$ cat src/rtl/config_loader.sv
// rtl/config_loader.sv - serial configuration bitstream loader for tile configuration registers
//
// Assembles a serial bitstream (MSB first) into 32-bit words. A frame is one header
// word {sync 8'hA5, start target T, payload count N} followed by N payload words.
// Each payload word is broadcast on config_data with a one-hot config_en strobe
// for its target tile; the target pointer starts at T and increments per word.
//
// Optional build macro: CONFIG_LOADER_PARITY_EN
//   When defined, every word carries a 33rd bit: even parity over the 32 data bits.
//   A bad header parity drops the header; a bad payload parity suppresses that
//   word's strobe but still consumes its target slot.
//
// Parameters:
//   NUM_TARGETS    number of tile configuration registers (1..256)
// Ports:
//   clk            clock, all state updates on rising edge
//   reset          synchronous active-high reset
//   cfg_bit        serial configuration bit
//   cfg_bit_valid  cfg_bit is valid; accepted when cfg_bit_valid && cfg_ready
//   cfg_ready      loader can accept a bit this cycle (low while issuing a word)
//   config_data    last issued payload word, broadcast to all tiles
//   config_en      one-hot, one-cycle write strobe per tile
//   load_done      one-cycle pulse at end of a frame
//   frame_error    sticky error flag, cleared only by reset

module config_loader #(
  parameter int NUM_TARGETS = 16
) (
  input  logic                   clk,
  input  logic                   reset,
  input  logic                   cfg_bit,
  input  logic                   cfg_bit_valid,
  output logic                   cfg_ready,
  output logic [31:0]            config_data,
  output logic [NUM_TARGETS-1:0] config_en,
  output logic                   load_done,
  output logic                   frame_error
);

`ifdef CONFIG_LOADER_PARITY_EN
  localparam int WORD_BITS = 33;
  localparam int CNT_W     = 6;
`else
  localparam int WORD_BITS = 32;
  localparam int CNT_W     = 5;
`endif

  localparam logic [7:0] SYNC = 8'hA5;

  typedef enum logic [1:0] {
    HEADER  = 2'd0,
    PAYLOAD = 2'd1,
    ISSUE   = 2'd2
  } state_t;

  state_t                 state_q, state_d;
  logic [CNT_W-1:0]       bit_cnt_q, bit_cnt_d;
  logic [WORD_BITS-2:0]   shift_q, shift_d;
  logic [7:0]             ptr_q, ptr_d;
  logic [15:0]            rem_q, rem_d;

  logic                   cfg_ready_d;
  logic [31:0]            config_data_d;
  logic [NUM_TARGETS-1:0] config_en_d;
  logic                   load_done_d;
  logic                   frame_error_d;

  logic                   accept;
  logic                   word_last;
  logic [WORD_BITS-1:0]   word_full;
  logic [31:0]            data_word;
  logic                   parity_ok;
  logic                   in_range;

  assign accept    = cfg_bit_valid && cfg_ready;
  assign word_last = accept && (bit_cnt_q == CNT_W'(WORD_BITS - 1));
  // The final bit is taken straight from the input so the completed word is
  // available in the same cycle it is accepted.
  assign word_full = {shift_q, cfg_bit};
  assign data_word = word_full[WORD_BITS-1 -: 32];

`ifdef CONFIG_LOADER_PARITY_EN
  // Even parity: the 33 bits together carry an even number of ones.
  assign parity_ok = ~^word_full;
`else
  assign parity_ok = 1'b1;
`endif

  assign in_range = ({1'b0, ptr_q} < 9'(NUM_TARGETS));

  always_comb begin
    state_d       = state_q;
    bit_cnt_d     = bit_cnt_q;
    shift_d       = shift_q;
    ptr_d         = ptr_q;
    rem_d         = rem_q;
    config_data_d = config_data;
    config_en_d   = '0;
    load_done_d   = 1'b0;
    frame_error_d = frame_error;

    if (accept) begin
      shift_d   = word_full[WORD_BITS-2:0];
      bit_cnt_d = word_last ? '0 : bit_cnt_q + 1'b1;
    end

    case (state_q)
      HEADER: begin
        if (word_last) begin
          if (!parity_ok || (data_word[31:24] != SYNC)) begin
            frame_error_d = 1'b1;
          end else if (data_word[15:0] == 16'd0) begin
            load_done_d = 1'b1;
          end else begin
            state_d = PAYLOAD;
            ptr_d   = data_word[23:16];
            rem_d   = data_word[15:0];
          end
        end
      end

      PAYLOAD: begin
        // Outputs are registered, so the ISSUE-cycle values are loaded on the
        // edge that accepts the last payload bit.
        if (word_last) begin
          state_d       = ISSUE;
          config_data_d = data_word;
          load_done_d   = (rem_q == 16'd1);
          if (parity_ok && in_range) begin
            for (int i = 0; i < NUM_TARGETS; i++) begin
              config_en_d[i] = (ptr_q == 8'(i));
            end
          end else begin
            frame_error_d = 1'b1;
          end
        end
      end

      ISSUE: begin
        ptr_d   = ptr_q + 8'd1;
        rem_d   = rem_q - 16'd1;
        state_d = (rem_q > 16'd1) ? PAYLOAD : HEADER;
      end

      default: begin
        state_d = HEADER;
      end
    endcase

    cfg_ready_d = (state_d != ISSUE);
  end

  always_ff @(posedge clk) begin
    if (reset) begin
      state_q     <= HEADER;
      bit_cnt_q   <= '0;
      shift_q     <= '0;
      ptr_q       <= '0;
      rem_q       <= '0;
      cfg_ready   <= 1'b0;
      config_data <= 32'h0;
      config_en   <= '0;
      load_done   <= 1'b0;
      frame_error <= 1'b0;
    end else begin
      state_q     <= state_d;
      bit_cnt_q   <= bit_cnt_d;
      shift_q     <= shift_d;
      ptr_q       <= ptr_d;
      rem_q       <= rem_d;
      cfg_ready   <= cfg_ready_d;
      config_data <= config_data_d;
      config_en   <= config_en_d;
      load_done   <= load_done_d;
      frame_error <= frame_error_d;
    end
  end

endmodule

$ cat config.mk
export PLATFORM = sky130hd
export DESIGN_NAME = config_loader
export DESIGN_NICKNAME = d
export VERILOG_FILES = /design/src/rtl/config_loader.sv
export SDC_FILE = /design/constraint.sdc
export NUM_CORES = 1
export LEC_CHECK = 0
export CAP_MARGIN = 30
export CORE_MARGIN = 2
export CORE_UTILIZATION = 55
export DETAILED_ROUTE_END_ITERATION = 12
export PLACE_DENSITY = 0.77
export REMOVE_ABC_BUFFERS = 1
export SETUP_SLACK_MARGIN = 0.3
export SYNTH_ARGS = -nofsm -noshare
export SYNTH_HDL_FRONTEND = slang
export SYNTH_SLANG_ARGS = --single-unit
$ cat constraint.sdc
create_clock -name clk -period 2.9 [get_ports clk]
set_input_delay 0.58 -clock clk [delete_from_list [all_inputs] [get_ports clk]]
set_output_delay 0.58 -clock clk [all_outputs]
set_load 0.02 [all_outputs]
# ---- After elaboration in Yosys (flattened, before gate mapping)
# Index checks and enable logic that the tools add are counted.
dict set report op_classes {
  bitwise 3
  n_eq_ne 27
  n_lt_le_gt_ge 2
  n_addsub 3
  n_mux 25
  n_reduce_logical 11
}
# operator n
set ops {}
lappend ops {{== test 8 x 4 -> 1 bit (second input constant)} 8}
lappend ops {{2-to-1 mux 16 bit} 3}
lappend ops {{== test 8 x 3 -> 1 bit (second input constant)} 4}
lappend ops {{one-hot mux 16 bit (2 select lines)} 1}
lappend ops {{2-to-1 mux 8 bit} 3}
lappend ops {{== test 16 x 1 -> 1 bit (second input constant)} 1}
lappend ops {{== test 8 x 2 -> 1 bit (second input constant)} 2}
lappend ops {{greater-than comparator 16 x 1 -> 1 bit (second input constant)} 1}
lappend ops {{logical NOT 16 bit} 1}
lappend ops {{one-hot mux 8 bit (2 select lines)} 1}
lappend ops {{subtractor 16 x 1 -> 16 bit (second input constant)} 1}
lappend ops {{!= test 2 bit (second input constant)} 7}
lappend ops {{2-to-1 mux 1 bit} 9}
lappend ops {{adder 8 x 1 -> 8 bit (second input constant)} 1}
lappend ops {{== test 8 x 1 -> 1 bit (second input constant)} 1}
lappend ops {{logical NOT 8 bit} 1}
lappend ops {{less-than comparator 8 x 5 -> 1 bit (second input constant)} 1}
lappend ops {{2-to-1 mux 2 bit} 4}
lappend ops {{!= test 8 bit (second input constant)} 1}
lappend ops {{one-hot mux 2 bit (3 select lines)} 1}
lappend ops {{adder 5 x 1 -> 5 bit (second input constant)} 1}
lappend ops {{== test 5 bit (second input constant)} 1}
lappend ops {{2-to-1 mux 5 bit} 1}
lappend ops {{AND reduction 5 bit} 1}
lappend ops {{other kinds (10)} 15}
dict set report word_totals {
  word_cells 81
  in_bits 4
  register_bits 113
}

# ---- Longest topological paths before layout
# Gate-level depths: netlist of run 1.
dict set report logic_depth {
  depth_word 6
  mapped_depth 10
  mapped_depth_nobuf 8
}

# ---- Least setup slack after synthesis of run 1
# No wires, ideal clock.
dict set report synth_path {
  kind {flip-flop to flip-flop}
  start {reg bit_cnt_q[0]}
  end {reg rem_q[5]}
  required_ns 2.782
  synth_period_minus_slack_ns 2.366
  path_slack_ns 0.534
  n_path_buf 2
  arrival_time_ns 2.249
  path_stages_with_launch 11
  path_cell_list {dfxtp_1 > ha_1 > and3_1 > ha_1 > nand3_2 > or2_1 > or4_1 > buf_4 > buf_6 > o221ai_1 > nor2_1}
}
dict set report synth_between {
  elab_chain_cells 4
}
# item line
set synth_lines {}
lappend synth_lines {{from (decl)} 57} ;# logic [CNT_W-1:0] bit_cnt_q, bit_cnt_d;
lappend synth_lines {{from (signal assigned)} 167} ;# bit_cnt_q <= bit_cnt_d;
lappend synth_lines {{== test 5 bit} 76} ;# assign word_last = accept && (bit_cnt_q == CNT_W'(WORD_BITS - 1));
lappend synth_lines {{logical AND 1 bit} 76}
lappend synth_lines {{!= test 2 bit (no line)} --}
lappend synth_lines {{AND reduction 4 bit (no line)} --}
lappend synth_lines {{to (signal assigned)} 170} ;# rem_q <= rem_d;
lappend synth_lines {{to (decl)} 60} ;# logic [15:0] rem_q, rem_d;
# No other way between the ends.
# A chain may end at the register's enable or synchronous reset.

# ---- Final worst setup path of run 1
dict set report layout_path {
  start {reg bit_cnt_q[0]}
  end {reg ptr_q[2]}
}
dict set report layout_between {
  elab_chain_cells 4
}
# item line
set layout_lines {}
lappend layout_lines {{== test 5 bit} 76}
lappend layout_lines {{logical AND 1 bit} 76}
lappend layout_lines {{!= test 2 bit (no line)} --}
lappend layout_lines {{AND reduction 4 bit (no line)} --}
lappend layout_lines {{to (signal assigned)} 169} ;# ptr_q <= ptr_d;
lappend layout_lines {{to (decl)} 59} ;# logic [7:0] ptr_q, ptr_d;
# No other way between the ends.

==> metrics.txt, run 1 <==
status=complete, no violations; Port Buffer Count=54; Initial Utilization=0.5760; average cell area after synthesis=8.405 um^2; CP Capture Point=ptr_q[2]; vias in the first global route=3788; PnR Total Power=3.587 mW; pins over their slew limit=0; Crit Path Max Fanout=19; Top FF cell, synth=dfxtp_1; Layout Nets=600; Fillers=574; TritonCTS Buffers=17; # IOs=55; FF+latch area=2262 um^2; minimum hold slack=0.4497 ns; grt ovf=0; Root Buffer=clkbuf_8; post-synth top area cell=dfxtp_1; Static Leak=2.074 nW; Worst R2R Setup Slack=0.46 ns; TritonCTS clock tree=built; Die H=94.42 um; Async S/R FF share, synth=0; via count=4107; period utilization=0.8413; CP arrival=2.84 ns; maxcap violations=0; Worst VDD drop=0.5037 mV; crit path kind=flop to flop; Setup-failing EPs final=0; Mapped Area=4497 um^2; Crit-path slowest cell=dfxtp_1; post-synth top area share=0.5031; layout cells sized above 1=0.1032; placed standard-cell area=5130 um^2; worst r2r src=bit_cnt_q[0]; crit-path max cell delay=0.39 ns; Via density=5.842; Die ar.=8915 um^2; CP Launch Point=bit_cnt_q[0]; register area share after synthesis=0.5031; Max Clk Rate=409.9 MHz; Crit path required time=3.30 ns; FF+latch count, synth=113; R2R depth=8; clk sink count=113; first-pass iteration count of the detailed router=5; top cells by area, synth=dfxtp_1 50%, nand2_1 8.8%, a21oi_1 8.8%, nor2_1 4.7%, clkbuf_1 2.3%; RR Endpoint=ptr_q[2]; row count=32; first-pass GRT wire length=18110 um; Placed Instances=671; most frequent cells after synthesis=113 x dfxtp_1, 106 x nand2_1, 79 x a21oi_1; largest net degree at the start of global routing=54; WL/cell=15.74 um; Slew headroom=0.5042; Critical Path End Type=flop; post-route design area=5719 um^2; Post-CTS Hold Buffers=0; area delta synth->final=27.18%; Synth Instances=535; RSZ-0062 raised after global routing=false; Clock Tree Buf Depth=2; Synth warnings=0; Routed WL=11060 um; CP cell instances=ha_1 > and3_1 > ha_4 > nand3_2 > or2_4 > or4_1 > buf_4 > o221a_2; H-tree depth=4; CTS clock-pin slew for the worst setup and hold paths=0.06 ns; Hold Crit Class=flop to flop; DR iter-0 viols=274; setup TNS=0 ns; Slew @ Worst Pin=0.7410 ns; EDFF count, synth=0; n_diodes=0; fin crit period=2.440 ns; min-delay src=frame_error; Final Wtd Congestion=0.8408; pwr dens=627.1 nW/um^2; fin cells=703; GRT Util Overall=0.2627; count of cell types in the netlist=49; core area=7807 um^2; Setup crit start kind=flop; Fin. Hold Viols=0; post-DP HPWL=7097 um; initial antenna violation count=0; antenna-violating nets left=0; clock latency on the worst-skew pair=0.52 ns; DRC errors left=0; worst clock skew=0.01217 ns; footprint of the multi-input gates=2081 um^2; die span in x=94.42 um; most common cell in the netlist=dfxtp_1
[stage by stage]
stage | setup WS, ns | util
floorplan | 0.4593 | -
global placement | 0.2999 | 0.6571
detailed placement | 0.1792 | 0.6571
CTS | 0.3380 | 0.7300
global route | 0.3394 | 0.7325
finish | 0.4601 | 0.7325
[power breakdown]
part	total (mW)	internal (mW)	switching, mW	leakage [nW]
sequential	1.56	1.56	0.00393	0.910
clock	1.96	1.26	0.700	0.267
combinational	0.0678	0.0178	0.0500	0.896
total	3.59	2.83	0.754	2.07
[critical path, delay by kind of cell (launching register included)]
family	cells	cell delay, ns
flip-flops	1	0.39
adder cells (fa/ha/maj)	2	0.38
AO/OA/AOI/OAI	1	0.28
AND/OR/NAND/NOR	4	1.04
buffers and inverters	1	0.22
[state kept, by name, indices dropped and copies added, names as in the netlist]
| register | cells |
|---|---|
| config_en | 16 |
| frame_error | 1 |
| cfg_ready | 1 |
| state_q | 2 |
| ptr_q | 8 |
| shift_q | 31 |
| bit_cnt_q | 5 |
| rem_q | 16 |
| config_data | 32 |
| load_done | 1 |
[how the worst min path moves through the flow]
stage | end | slack [ns] | cells after the start
after CTS | frame_error | 0.45 | 2
final | frame_error | 0.45 | 2
after floorplan | bit_cnt_q[4] | 0.43 | 2
after detailed placement | frame_error | 0.44 | 2
after global routing | config_data[26] | 0.48 | 2
after global placement | frame_error | 0.44 | 2
[placed cells by master, fill, tap and decap left out, drive strengths merged, types with 9 or more instances in the layout]
cell           synthesis  routed
dfxtp                113     113
clkbuf                28      22
a22o                   9       9
nand2                106     106
buf                    8      17
nor4                  11      11
nor3                  14      14
a21oi                 79      79
nor2                  56      56
nand3                  9       9
clkdlybuf4s50          0      53
[logic make-up after synthesis]
kind of cell,count (synthesis),synth area share
AO/OA/AOI/OAI,127,0.1775
XOR/XNOR,11,0.02142
adder cells (fa/ha/maj),8,0.02226
buffers and inverters,44,0.04007
flip-flops,113,0.5031
multiplexers,1,0.002226
AND/OR/NAND/NOR,231,0.2334
[routing by layer]
layer | track usage | up-vias | routed length (um) | part of all wire
li1 | - | 1967 | - | -
met1 | 0.3338 | 1957 | 4836 | 0.44
met2 | 0.4274 | 162 | 5303 | 0.48
met3 | 0.06864 | 21 | 755 | 0.068
met4 | 0.1051 | 0 | 168 | 0.015
met5 | 0 | - | 0 | 0
[layout make-up]
cell class,count,area share
Clock buffer,22,0.07919
Clock inverter,10,0.01925
Inverter,8,0.005250
Multi-Input combinational cell,378,0.3638
Sequential cell,113,0.3955
Tap cell,102,0.02231
Timing Repair Buffer,70,0.1146
[timing repair]
item / in CTS / in global routing
setup endpoints to repair: 4 / 33
buffers inserted: 0 / 0
gates resized for setup: 1 / 4
Note: power is estimated with default switching activity, not from simulation.
==> run 2, diff against run 1 <==
- clock period: 2.9 -> 2.45 ns (I/O delays scaled with it)
==> metrics.txt, run 2 (synthesized netlist as in run 1, its figures left out) <==
RSZ-0062 raised after global routing=true; period utilization=0.8843; Routed WL=11490 um; met2 routed WL=5574 um; Largest Register=config_data; Port Buffer Count=54; Critical Path End Type=flop; M1 WL=5005 um; Crit path required time=2.85 ns; DR iter-0 viols=259; Layout Nets=616; clk sink count=113; placed standard-cell area=5253 um^2; Fillers=553; post-DP HPWL=7150 um; Max Clk Rate=461.6 MHz; antenna-violating nets left=0; most frequent cells in the layout=111 x dfxtp_1, 106 x nand2_1, 79 x a21oi_1; setup TNS=0 ns; max reg flops=32; vias in the first global route=3834; fin cells=718; Hold Crit Class=primary input to flop; FF+latch area=2265 um^2; Via density=5.762; final setup margin=0.2835 ns; Static Leak=2.209 nW; first-pass iteration count of the detailed router=5; Clock Tree Buf Depth=2; top sig layer=met4; DRC errors left=0; largest net degree at the start of global routing=51; post-route design area=6001 um^2; Fin. Hold Viols=0; die span in x=94.42 um; CTS clock-pin slew for the worst setup and hold paths=0.06 ns; Die H=94.42 um; row count=32; footprint of the multi-input gates=2128 um^2; grt ovf=0; Placed Instances=684; Root Buffer=clkbuf_8; layout cells sized above 1=0.1445; Die ar.=8915 um^2; Slew @ Worst Pin=0.5225 ns; maxcap violations=0; crit path kind=flop to flop; TritonCTS Buffers=17; pins over their slew limit=0; core area=7807 um^2; commonest non-fill, non-tap cell in the layout=dfxtp_1; fin crit period=2.166 ns; TritonCTS clock tree=built; CP arrival=2.56 ns; GRT Util Overall=0.2672; pwr dens=761.8 nW/um^2; first-pass GRT wire length=18570 um; met3 WL=813 um; H-tree depth=4; Slew headroom=0.6512; Top Registers=config_data: 32 flops, shift_q: 31 flops; clock latency on the worst-skew pair=0.51 ns; initial antenna violation count=0; worst clock skew=0.009954 ns; WL/cell=16.01 um; # IOs=55; post-place setup slack=0.04027 ns; Worst VDD drop=0.5501 mV; Setup-failing EPs final=0; status=complete, no violations; via count=4137; Setup crit start kind=flop; Initial Utilization=0.5760; n_diodes=0; Final Wtd Congestion=0.8868; Crit Path Max Fanout=19; area delta synth->final=33.44%
-- run 2: critical path, stage by stage (launching register included) --
cell     delay [ns]
dfxtp_2        0.35
ha_4           0.14
and3_4         0.20
ha_4           0.15
nand3_4        0.08
or2_4          0.26
or4_4          0.43
buf_12         0.18
o221a_2        0.27
-- run 2: path summary, 6_finish.rpt --
kind	endpoint	slack, ns	start	depth (start not counted)
setup / recovery	rem_q[3]	0.28	bit_cnt_q[0]	8
hold / removal	ptr_q[6]	0.43	reset	2
hold reg to reg	frame_error	0.45	frame_error	2
setup reg to reg	rem_q[3]	0.28	bit_cnt_q[0]	8
-- run 2: metal layers --
metal  vias up  track usage
met5         -            0
met4         0      0.08696
met3        11      0.06225
met2       161       0.4387
met1      1961       0.3493
li1       2004            -
-- run 2: what timing repair did --
item / in CTS / in global routing
endpoints found under the setup margin: 22 / 36
setup buffers: 2 / 1
hold buffers: 0 / 0
resized for setup: 7 / 15
pin swaps: 1 / 3
-- run 2: cell type report --
class	instances	area share
well taps	102	0.02127
multi-input cells	378	0.3547
clock buffers	18	0.07131
inverters	8	0.005004
repair buffers	86	0.1355
clock inverters	13	0.03482
flip-flops and latches	113	0.3774
-- run 2: power breakdown --
| group | internal, mW | switching, mW | leakage [nW] |
|---|---|---|---|
| sequential | 1.84 | 0.00490 | 0.911 |
| clock | 1.78 | 0.855 | 0.304 |
| combinational | 0.0296 | 0.0622 | 0.994 |
| total | 3.65 | 0.922 | 2.21 |
-- run 2: metrics by stage --
step | power [mW] | utilization | hold WS [ns]
final | 4.571 | 0.7686 | 0.4309
after global routing | 4.686 | 0.7686 | 0.4487
after CTS | 4.590 | 0.7590 | 0.4012
after detailed placement | 1.970 | 0.6728 | 0.4412
after global placement | 1.969 | 0.6728 | 0.4367
after floorplan | 1.919 | - | 0.4301
